$ cat src/rtl/calc_sequencer.sv
// Enter-driven operand/operator sequencer with signed add/sub/max/min core.
// A and B are collected on Enter edges and the result is computed in EXEC; results can be chained.
module calc_sequencer #(
    parameter int WIDTH    = 8,
    parameter bit SATURATE = 1'b1,
    parameter int CNT_W    = 4
) (
    input  logic             Clock,
    input  logic             Reset,
    input  logic             Enter,
    input  logic [WIDTH-1:0] Operand,
    input  logic             OperandValid,
    input  logic [1:0]       Op,
    input  logic             Chain,
    output logic [WIDTH-1:0] Display,
    output logic [WIDTH-1:0] Result,
    output logic             OVR,
    output logic             Err,
    output logic             ShowResult,
    output logic [2:0]       State,
    output logic [CNT_W-1:0] OpCount
);

    // state  | meaning
    // IDLE   | waiting for first Enter
    // GET_A  | Display shows live Operand; Enter latches A
    // GET_B  | Display shows live Operand; Enter latches B and Op
    // EXEC   | one-cycle compute, Result/OVR/OpCount registered
    // SHOW   | Display holds Result; Enter chains or restarts
    // ERROR  | invalid operand entered; Enter restarts at GET_A
    typedef enum logic [2:0] {
        S_IDLE  = 3'd0,
        S_GET_A = 3'd1,
        S_GET_B = 3'd2,
        S_EXEC  = 3'd3,
        S_SHOW  = 3'd4,
        S_ERROR = 3'd5
    } state_t;

    state_t             state_q, state_d;
    logic               enter_q;
    logic [WIDTH-1:0]   a_q, a_d;
    logic [WIDTH-1:0]   b_q, b_d;
    logic [1:0]         op_q, op_d;
    logic [WIDTH-1:0]   result_q, result_d;
    logic               ovr_q, ovr_d;
    logic [CNT_W-1:0]   cnt_q, cnt_d;

    logic               ev;
    logic [WIDTH:0]     a_ext, b_ext, sum;
    logic               sum_ovf;
    logic               a_gt_b;
    logic [WIDTH-1:0]   alu_res;
    logic               alu_ovf;

    assign ev = Enter & ~enter_q;

    always_comb begin
        a_ext   = {a_q[WIDTH-1], a_q};
        b_ext   = {b_q[WIDTH-1], b_q};
        sum     = op_q[0] ? (a_ext - b_ext) : (a_ext + b_ext);
        // With one guard bit, disagreement between the top two bits is exactly signed overflow.
        sum_ovf = sum[WIDTH] ^ sum[WIDTH-1];
        a_gt_b  = $signed(a_q) > $signed(b_q);
        alu_res = sum[WIDTH-1:0];
        alu_ovf = 1'b0;
        case (op_q)
            2'b10: alu_res = a_gt_b ? a_q : b_q;
            2'b11: alu_res = a_gt_b ? b_q : a_q;
            default: begin
                alu_ovf = sum_ovf;
                if (SATURATE && sum_ovf) begin
                    alu_res = sum[WIDTH] ? {1'b1, {(WIDTH-1){1'b0}}}
                                         : {1'b0, {(WIDTH-1){1'b1}}};
                end
            end
        endcase
    end

    always_comb begin
        state_d  = state_q;
        a_d      = a_q;
        b_d      = b_q;
        op_d     = op_q;
        result_d = result_q;
        ovr_d    = ovr_q;
        cnt_d    = cnt_q;
        case (state_q)
            S_IDLE: begin
                if (ev) state_d = S_GET_A;
            end
            S_GET_A, S_GET_B: begin
                if (ev) begin
                    if (!OperandValid) begin
                        state_d  = S_ERROR;
                        a_d      = '0;
                        b_d      = '0;
                        result_d = '0;
                        cnt_d    = '0;
                    end else if (state_q == S_GET_A) begin
                        a_d     = Operand;
                        state_d = S_GET_B;
                    end else begin
                        b_d     = Operand;
                        op_d    = Op;
                        state_d = S_EXEC;
                    end
                end
            end
            S_EXEC: begin
                result_d = alu_res;
                ovr_d    = alu_ovf;
                if (cnt_q != '1) cnt_d = cnt_q + CNT_W'(1);
                state_d  = S_SHOW;
            end
            S_SHOW: begin
                if (ev) begin
                    if (Chain) begin
                        a_d     = result_q;
                        state_d = S_GET_B;
                    end else begin
                        cnt_d   = '0;
                        ovr_d   = 1'b0;
                        state_d = S_GET_A;
                    end
                end
            end
            S_ERROR: begin
                if (ev) state_d = S_GET_A;
            end
            default: state_d = S_IDLE;
        endcase
    end

    always_ff @(posedge Clock) begin
        if (Reset) begin
            state_q  <= S_IDLE;
            enter_q  <= 1'b1;   // a button held through reset must not fire
            a_q      <= '0;
            b_q      <= '0;
            op_q     <= '0;
            result_q <= '0;
            ovr_q    <= 1'b0;
            cnt_q    <= '0;
        end else begin
            state_q  <= state_d;
            enter_q  <= Enter;
            a_q      <= a_d;
            b_q      <= b_d;
            op_q     <= op_d;
            result_q <= result_d;
            ovr_q    <= ovr_d;
            cnt_q    <= cnt_d;
        end
    end

    always_comb begin
        Display    = '0;
        ShowResult = 1'b0;
        case (state_q)
            S_GET_A, S_GET_B: Display = Operand;
            S_EXEC, S_SHOW: begin
                Display    = result_q;
                ShowResult = 1'b1;
            end
            default: Display = '0;
        endcase
    end

    assign Result  = result_q;
    assign OVR     = ovr_q;
    assign Err     = (state_q == S_ERROR);
    assign State   = state_q;
    assign OpCount = cnt_q;

endmodule

$ cat config.mk
export PLATFORM = sky130hd
export DESIGN_NAME = calc_sequencer
export DESIGN_NICKNAME = d
export VERILOG_FILES = /design/src/rtl/calc_sequencer.sv
export SDC_FILE = /design/constraint.sdc
export NUM_CORES = 1
export LEC_CHECK = 0
export ABC_AREA = 1
export ABC_CLOCK_PERIOD_IN_PS = 2780
export CAP_MARGIN = 20
export CORE_MARGIN = 2
export CORE_UTILIZATION = 38
export CTS_CLUSTER_DIAMETER = 200
export DETAILED_ROUTE_END_ITERATION = 8
export DONT_BUFFER_PORTS = 1
export PLACE_DENSITY = 0.64
export SLEW_MARGIN = 10
export SYNTH_ARGS = -nofsm -noshare
export SYNTH_HDL_FRONTEND = slang
export SYNTH_SLANG_ARGS = --single-unit
export TNS_END_PERCENT = 20
$ cat constraint.sdc
create_clock -name Clock -period 2.78 [get_ports Clock]
set_clock_uncertainty 0.1 [all_clocks]
set_input_delay 0.417 -clock Clock [delete_from_list [all_inputs] [get_ports Clock]]
set_output_delay 0.417 -clock Clock [all_outputs]
set_load 0.02 [all_outputs]
# --- After elaboration in Yosys (flattened, before gate mapping) ---
# Cells that the tools add are included.
totals:
  wordCells: 85
  reg_bits: 35
  out_inout_bits: 26
  input_bits: 15
classes:
  eq_ne: 17
  magnitude_cmp: 1
  n_addsub: 3
  bitwise_logic: 4
  n_reduce_logical: 16
  mux: 36
op_table:
  columns: ["op", "count"]
  rows:
  - ["8-bit 2-to-1 mux", 13]
  - ["8-bit case mux with 2 select lines", 4]
  - ["4-bit 2-to-1 mux", 5]
  - ["2-bit inequality test (second input constant)", 7]
  - ["3-bit 2-to-1 mux", 4]
  - ["3-bit case mux with 4 select lines", 1]
  - ["4-bit case mux with 3 select lines", 1]
  - ["3-bit AND reduction", 4]
  - ["8-bit by 8-bit adder with 9-bit output", 1]
  - ["9-bit 2-to-1 mux", 1]
  - ["8-bit by 8-bit subtractor with 9-bit output", 1]
  - ["8-bit greater-than comparator", 1]
  - ["2-bit OR reduction", 4]
  - ["3-bit by 2-bit == test with 1-bit output (second input constant)", 2]
  - ["3-bit == test (second input constant)", 2]
  - ["6-bit AND reduction", 1]
  - ["2-bit nonzero test", 3]
  - ["1-bit 2-to-1 mux", 5]
  - ["5-bit AND reduction", 1]
  - ["4-bit by 1-bit adder with 4-bit output (second input constant)", 1]
  - ["2-bit == test (second input constant)", 2]
  - ["4-bit inequality test (second input constant)", 1]
  - ["4-bit AND reduction", 1]
  - ["3-bit by 1-bit == test with 1-bit output (second input constant)", 1]
  - ["other kinds (9)", 10]

# --- Depth between registers and ports, before layout ---
# Gate-level depths: netlist (run 1).
logic_depth:
  depth_word: 6
  mapped_depth: 17
  mapped_depth_nobuf: 17

# --- Worst setup path before layout (run 1) ---
# OpenSTA, ideal clock, no wires.
synth_timing:
  path_type: "reg-to-output"
  from: "register state_q[0] (netlist: State[0])"
  to: "output port Display[1]"
  required_time_ns: 2.263
  t_arrival_ns: 1.562
  path_slack_ns: 0.701
  path_stages_with_launch: 6
  n_path_buf: 1
  path_cell_list: "dfxtp_1 > buf_2 > nand3_1 > nand2_2 > inv_2 > o21ai_0"
synth_between:
  elab_chain_cells: 3
  elab_cells_between_ends: 7
  classes_between: "4 x eq/ne; 1 x mux; 2 x reduce/logical"
synth_lines:
  columns: ["item", "line", "rtl"]
  rows:
  - ["start, declared", "40", "state_t state_q, state_d;"]
  - ["start signal, assigned", "146", "state_q <= state_d;"]
  - ["3-bit by 2-bit == test with 1-bit output (tied with other cells)", "160", "case (state_q)"]
  - ["2-bit OR reduction", "160", null]
  - ["8-bit case mux with 2 select lines (*)", "160", null]
  - ["end, declared", "15", "output logic [WIDTH-1:0] Display,"]
# Every way passes the cells marked *; elsewhere a longest branch is shown, timed or not.

# --- Worst setup path in the final report (run 1) ---
layout_timing:
  from: "register b_q[6]"
  to: "register result_q[3] (netlist: Result[3])"
layout_between:
  elab_chain_cells: 6
  elab_cells_between_ends: 11
  classes_between: "2 x add/sub; 1 x order compare; 7 x mux; 1 x bitwise"
layout_lines:
  columns: ["item", "line", "rtl"]
  rows:
  - ["start, declared", "43", "logic [WIDTH-1:0] b_q, b_d;"]
  - ["start signal, assigned", "140", "b_q <= '0;"]
  - ["start signal, assigned", "149", "b_q <= b_d;"]
  - ["8-bit by 8-bit adder with 9-bit output or 8-bit by 8-bit subtractor with 9-bit output (tied branches)", "61", "sum = op_q[0] ? (a_ext - b_ext) : (a_ext + b_ext);"]
  - ["9-bit 2-to-1 mux", "61", null]
  - ["8-bit 2-to-1 mux or 1-bit XOR (tied branches)", "73, 63", null]
  - ["8-bit 2-to-1 mux", "72", "if (SATURATE && sum_ovf) begin"]
  - ["8-bit case mux with 2 select lines (*)", "67", "case (op_q)"]
  - ["8-bit case mux with 2 select lines (*)", "88", "case (state_q)"]
  - ["end signal, assigned", "151", "result_q <= result_d;"]
  - ["end, declared", "45", "logic [WIDTH-1:0] result_q, result_d;"]
# Marked as above.
# A chain may end at the register's enable or synchronous reset.

==> reports/metrics.yaml, run 1 <==
run_status: "finished clean"
placement.io_buffers: 0
ys_dominant_reg_cell: "sky130_fd_sc_hd__dfxtp_1"
cp_max_fo: 15
cpMaxStageDelayCell: "sky130_fd_sc_hd__ha_1"
drive_above_1_share_pct: 15.6
dieWidth_um: 93.3
post-synth-top-area-fraction_pct: 23.1
max-clock-path-buffers: 2
timing.slew.headroom_pct: 55.4
path_cells: "inv_1 > ha_1 > nand2_2 > inv_2 > nand2_2 > nor2_4 > nand4_4 > nand2_4 > inv_4 > nor2_2 > nor2_1 > nor2_1 > nand2_1 > a21oi_2"
synth_warnings: 0
ioPinCount: 41
slew_violations: 0
static-leakage-power_nw: 1.41
dp.cells: 562
postSynth.asyncResetShare_pct: 0
timing.final.setup_violations: 0
drtIter0Drc: 164
critical_path_arrival_ns: 2.68
min-delay-start: "Reset"
transition_time_of_the_tightest_slew_check_pin_ns: 0.666
clockRootBuffer: "sky130_fd_sc_hd__clkbuf_8"
post_cts_resized: 0
hold_viol: 0
antenna_found_initial: 0
synth_sequential_area_ratio_pct: 23.1
nNetsFinal: 501
met2_length_um: 3920
final.hold.worst_slack_ns: 0.0851
clkLatencyLatePin_ns: 0.28
hold_buf_count_cts: 0
ir_worst_vdd_mv: 0.153
yosysUniqueCellTypes: 39
dp_hpwl_um: 6470
maxCapViolations: 0
die_height_um: 93.3
postSynthRegisterBits: 35
route.detailed.drc: 0
yosys-top-cells-area: "sky130_fd_sc_hd__dfxtp_1, sky130_fd_sc_hd__nand2_1, sky130_fd_sc_hd__ha_1"
total_inserted_antenna_cells: 0
die-area_mm2: 0.00871
vias_per_cell: 5.25
fmaxAchievable_mhz: 391
finalCoreUtilization_pct: 41.4
number_of_synthesized_flops_with_an_enable_pin: 0
grt_start_max_net_pins: 23
routed_length_on_met3_um: 562
min-delay-path-class: "in -> reg"
crit_path_end_kind: "flip-flop"
wl_per_cell_um: 14.5
cts_tree: "done"
crit-reg2reg-launch: "b_q[6]"
final_cells: 569
grt.overflow.total: 0
rsz0062_at_grt: "no"
worstPathRequired_ns: 2.90
grt_first_pass_wirelength_um: 14000
clock-sinks: 35
synth_top_area_cell: "sky130_fd_sc_hd__dfxtp_1"
first_global_vias: 3008
placement_rows: 32
final_min_period_over_clock_period_pct: 92.0
clk_pin_slew_ns: 0.07
final.setup.tns_ns: 0
synthCells: 469
worst_setup_path_start_kind: "flip-flop"
crit_type: "reg -> reg"
average_size_of_a_mapped_cell_um2: 6.47
numCtsBuffers: 5
top_layer_used: "met4"
syn-num-nets: 503
wirelength_met1_um: 3710
min_period_ns: 2.56
route.vias.total: 2987
drt-pass1-iter-count: 5
ant_nets: 0
cts_htree_levels: 2
post-cts-setup-buffer-count: 0
drt-total-wl_um: 8240
powerDensity_mw_per_mm2: 334
synthToLayoutAreaGrowth_pct: 5.49
grt_use_total_pct: 19.6
coreArea_mm2: 0.00773
worst_path_largest_cell_delay_ns: 0.45
initial_core_utilization_pct: 39.2
netlist_area_mm2: 0.00303
gp_congestion: 0.880
critical_path_start: "b_q[6]"
-- final cells by class --
cell class              count  area, um2
clock buffers               6       82.6
clock inverters             1       5.00
fillers                   812       4530
repair buffers              8       60.1
inverters                  53        201
multi-input cells         364       2020
well taps                 102        128
flip-flops and latches     35        701
-- layer usage --
metal | global-route usage [%] | up-vias
li1 | - | 1508
met1 | 25.3 | 1358
met2 | 34.2 | 115
met3 | 3.63 | 6
met4 | 3.55 | 0
met5 | 0 | -
-- kinds of logic after synthesis --
group / synth area share, %
AO/OA/AOI/OAI: 17.6
AND/OR/NAND/NOR: 38.6
multiplexers: 0.743
adder cells (fa/ha/maj): 8.33
flip-flops: 23.1
buffers and inverters: 10.2
XOR/XNOR: 1.44
-- registers in the layout, indices dropped and copies added, names as in the netlist --
name	flops
OpCount	4
op_q	2
OVR	1
enter_q	1
Result	8
b_q	8
a_q	8
State	3
-- power breakdown --
group / switching, mW / leakage (nW) / total, mW / internal [mW]
Clock: 0.186 / 0.0470 / 0.381 / 0.195
Combinational: 0.120 / 1.08 / 0.168 / 0.0478
Sequential: 0.0130 / 0.283 / 0.521 / 0.508
Total: 0.320 / 1.41 / 1.07 / 0.750
-- through the flow --
| step | instance area [um2] | power, mW | setup WS [ns] |
|---|---|---|---|
| global placement | 3110 | 0.698 | 0.282 |
| finish | 3200 | 1.07 | 0.223 |
| global route | 3200 | 1.12 | 0.0627 |
| CTS | 3200 | 1.08 | 0.225 |
| floorplan | 3030 | 0.683 | 0.701 |
| detailed placement | 3110 | 0.701 | 0.250 |
-- worst max-delay path: cells and delay by family (launching register included) --
| family | cells | cell delay, ns |
|---|---|---|
| AO/OA/AOI/OAI | 1 | 0.11 |
| adder cells (fa/ha/maj) | 1 | 0.45 |
| buffers and inverters | 3 | 0.27 |
| flip-flops | 1 | 0.39 |
| AND/OR/NAND/NOR | 9 | 1.16 |
-- synth_stat cells (6+ instances only) --
| cell type | number |
|---|---|
| sky130_fd_sc_hd__nand3_1 | 33 |
| sky130_fd_sc_hd__nor2_1 | 36 |
| sky130_fd_sc_hd__nand2_1 | 138 |
| sky130_fd_sc_hd__dfxtp_1 | 35 |
| sky130_fd_sc_hd__o21ai_0 | 25 |
| sky130_fd_sc_hd__inv_1 | 41 |
| sky130_fd_sc_hd__a21oi_2 | 9 |
| sky130_fd_sc_hd__nand2_2 | 13 |
| sky130_fd_sc_hd__nand3_2 | 7 |
| sky130_fd_sc_hd__nor2_2 | 7 |
| sky130_fd_sc_hd__a21oi_1 | 29 |
| sky130_fd_sc_hd__clkbuf_1 | 6 |
| sky130_fd_sc_hd__a211oi_1 | 7 |
| sky130_fd_sc_hd__ha_1 | 17 |
| sky130_fd_sc_hd__inv_2 | 9 |
| sky130_fd_sc_hd__a31oi_1 | 6 |
-- worst paths after layout --
path / to / cells past startpoint / slack (ns)
max: Result[3] / 14 / 0.22
min: Result[2] / 1 / 0.09
max reg2reg: Result[3] / 14 / 0.22
min reg2reg: b_q[0] / 2 / 0.43
-- layout by cell type (no fill, tap or decap), types with 4 or more instances in the layout --
cell | Yosys | routed
sky130_fd_sc_hd__inv_1 | 41 | 41
sky130_fd_sc_hd__xor2_1 | 5 | 5
sky130_fd_sc_hd__dfxtp_1 | 35 | 35
sky130_fd_sc_hd__inv_2 | 9 | 9
sky130_fd_sc_hd__nand2_2 | 13 | 13
sky130_fd_sc_hd__buf_4 | 3 | 8
sky130_fd_sc_hd__nor3_1 | 5 | 5
sky130_fd_sc_hd__a211oi_1 | 7 | 7
sky130_fd_sc_hd__nand2_1 | 138 | 138
sky130_fd_sc_hd__nor2_1 | 36 | 36
sky130_fd_sc_hd__nand2_4 | 4 | 4
sky130_fd_sc_hd__ha_1 | 17 | 17
sky130_fd_sc_hd__a31oi_1 | 6 | 6
sky130_fd_sc_hd__nand3_1 | 33 | 33
sky130_fd_sc_hd__a21oi_1 | 29 | 29
sky130_fd_sc_hd__nand3_2 | 7 | 7
sky130_fd_sc_hd__o21ai_0 | 25 | 25
sky130_fd_sc_hd__nor2_2 | 7 | 7
sky130_fd_sc_hd__a21oi_2 | 9 | 9
sky130_fd_sc_hd__clkbuf_8 | 0 | 6
Note: power is estimated with default switching activity, not from simulation.
==> run 2: changes to the inputs <==
- CORE_UTILIZATION: 38 -> 55
- PLACE_DENSITY: 0.64 -> 0.7
==> run 2 against run 1 <==
Via count up 1.7%. Total power increased by 1.1%. Non-clock buffer count up 1. Hold slack worse by 0.010 ns. Design area is 0.94% lower. Highest routed layer unchanged.
==> reports/metrics.yaml, run 2 (synthesis results as in run 1) <==
min_period_ns: 2.52  # was 2.56 ns
numCtsBuffers: 5  # unchanged
wl_per_cell_um: 15.2  # was 14.5 um
vias_per_cell: 5.63  # was 5.25
dp_hpwl_um: 6280  # was 6470 um
worstPathRequired_ns: 2.91  # was 2.90 ns
critical_path_buf_inv_count: 3  # unchanged
drt-total-wl_um: 8190  # was 8240 um
coreArea_mm2: 0.00541  # was 0.00773 mm2
max-clock-path-buffers: 2  # unchanged
critical_path_arrival_ns: 2.65  # was 2.68 ns
timing.slew.headroom_pct: 58.7  # was 55.4%
initial_core_utilization_pct: 56.1  # was 39.2%
min-delay-start: "Reset"  # unchanged
drtIter0Drc: 229  # was 164
final_common_cell: "sky130_fd_sc_hd__nand2_1"  # unchanged
drive_above_1_share_pct: 15.8  # was 15.6%
gp_congestion: 0.914  # was 0.880
final.hold.worst_slack_ns: 0.0750  # was 0.0851 ns
critical_path.top_delay_family: "simple AND/OR/NAND/NOR gates"  # unchanged
cpMaxStageDelayCell: "sky130_fd_sc_hd__ha_1"  # unchanged
place_worst_setup_slack_ns: 0.319  # was 0.250 ns
cts_tree: "done"  # unchanged
final.setup.tns_ns: 0  # unchanged
hold_critical_path_endpoint: "Result[5]"  # was Result[2]
most_used_cells_in_the_layout_excluding_fill_and_tap_cells: "sky130_fd_sc_hd__nand2_1, sky130_fd_sc_hd__inv_1, sky130_fd_sc_hd__nor2_1, sky130_fd_sc_hd__dfxtp_1, sky130_fd_sc_hd__nand3_1"  # unchanged
whs_path_depth: 1  # unchanged
die_height_um: 78.3  # was 93.3 um
worst_setup_path_start_kind: "flip-flop"  # unchanged
synthToLayoutAreaGrowth_pct: 4.50  # was 5.49%
hold_buf_count_cts: 0  # unchanged
run_status: "finished clean"  # unchanged
worst_path_largest_cell_delay_ns: 0.45  # about the same
nNetsFinal: 502  # was 501
path_cells: "inv_1 > ha_1 > nand2_2 > inv_2 > nand2_2 > nor2_4 > nand4_4 > nand2_4 > inv_4 > nor2_2 > nor2_1 > nor2_1 > nand2_1 > a21oi_2"  # unchanged
clock-sinks: 35  # unchanged
antenna_found_initial: 0  # unchanged
rsz0062_at_grt: "no"  # unchanged
crit_type: "reg -> reg"  # unchanged
ir_worst_vdd_mv: 0.238  # was 0.153 mV
grt_start_max_net_pins: 23  # unchanged
crit_path_end_kind: "flip-flop"  # unchanged
power_mw: 1.08  # was 1.07 mW
placed_area_mm2: 0.00308  # was 0.00311 mm2
cp_max_fo: 15  # unchanged
post-cts-setup-buffer-count: 0  # unchanged
clockRootBuffer: "sky130_fd_sc_hd__clkbuf_8"  # unchanged
finalCoreUtilization_pct: 58.6  # was 41.4%
route.vias.total: 3039  # was 2987
drt-pass1-iter-count: 5  # unchanged
setup.reg_to_reg.worst_slack_ns: 0.26  # was 0.22 ns
maxCapViolations: 0  # unchanged
min-delay-path-class: "in -> reg"  # unchanged
ioPinCount: 41  # unchanged
hold_viol: 0  # unchanged
grt_first_pass_wirelength_um: 13500  # was 14000 um
design_area_mm2: 0.00317  # was 0.00320 mm2
slew_violations: 0  # unchanged
final_min_period_over_clock_period_pct: 90.6  # was 92.0%
transition_time_of_the_tightest_slew_check_pin_ns: 0.617  # was 0.666 ns
cts_htree_levels: 2  # unchanged
timing.final.setup_violations: 0  # unchanged
ant_nets: 0  # unchanged
route.detailed.drc: 0  # unchanged
placement_rows: 27  # was 32
placement.io_buffers: 0  # unchanged
fmaxAchievable_mhz: 397  # was 391 MHz
grt.overflow.total: 0  # unchanged
dp.cells: 533  # was 562
clk_pin_slew_ns: 0.08  # was 0.07 ns
grt_use_total_pct: 27.6  # was 19.6%
post_cts_resized: 0  # unchanged
clkLatencyLatePin_ns: 0.30  # was 0.28 ns
total_inserted_antenna_cells: 0  # unchanged
dieWidth_um: 78.3  # was 93.3 um
finalWorstSetupSlack_ns: 0.263  # was 0.223 ns
first_global_vias: 2899  # was 3008
powerDensity_mw_per_mm2: 341  # was 334 mW/mm2
number_of_cells_traversed_by_the_worst_register_to_register_path: 14  # unchanged
final_cells: 540  # was 569
static-leakage-power_nw: 1.41  # about the same
rr_endpoint: "Result[3]"  # unchanged
die-area_mm2: 0.00612  # was 0.00871 mm2
crit-reg2reg-launch: "b_q[6]"  # unchanged
==> run 2: worst reg2reg max path: cells and delay by family (launching register included) <==
family / cells / cell delay [ns]
fa+ha+maj: 1 / 0.45
compound gates: 1 / 0.12
flops: 1 / 0.37
simple gates: 9 / 1.16
buf+inv: 3 / 0.27
==> run 2: cell type report <==
class	instances	area [um2]
Sequential cell	35	701
Clock inverter	1	5.00
Clock buffer	6	82.6
Inverter	53	201
Multi-Input combinational cell	364	2020
Fill cell	553	2240
Tap cell	72	90.1
Timing Repair Buffer	9	67.6
==> run 2: worst max path at each step <==
stage / end / cells past startpoint / startpoint
final: Result[3] / 14 / b_q[6]
after global routing: Result[2] / 14 / b_q[6]
after CTS: Result[3] / 14 / b_q[6]
after detailed placement: Result[3] / 14 / b_q[6]
after global placement: Result[3] / 14 / b_q[6]
after floorplan: Display[1] / 5 / State[0]
==> run 2: where the power goes <==
group          switching (mW)  total [mW]  internal, mW
logic                   0.124       0.172        0.0485
clock network           0.195       0.389         0.195
registers              0.0126       0.520         0.508
total                   0.331        1.08         0.751
==> run 2: metal layers <==
layer  track usage (%)  share of wire (%)
met1              33.9                 44
met2              49.0                 48
met3              5.40                6.5
met4              7.54                2.0
met5                 0                  0
==> run 3: changes to the inputs <==
- SLEW_MARGIN: 10 -> unset
==> results of run 3 <==
The final DEF is identical to that of run 2; final timing and power are the same.
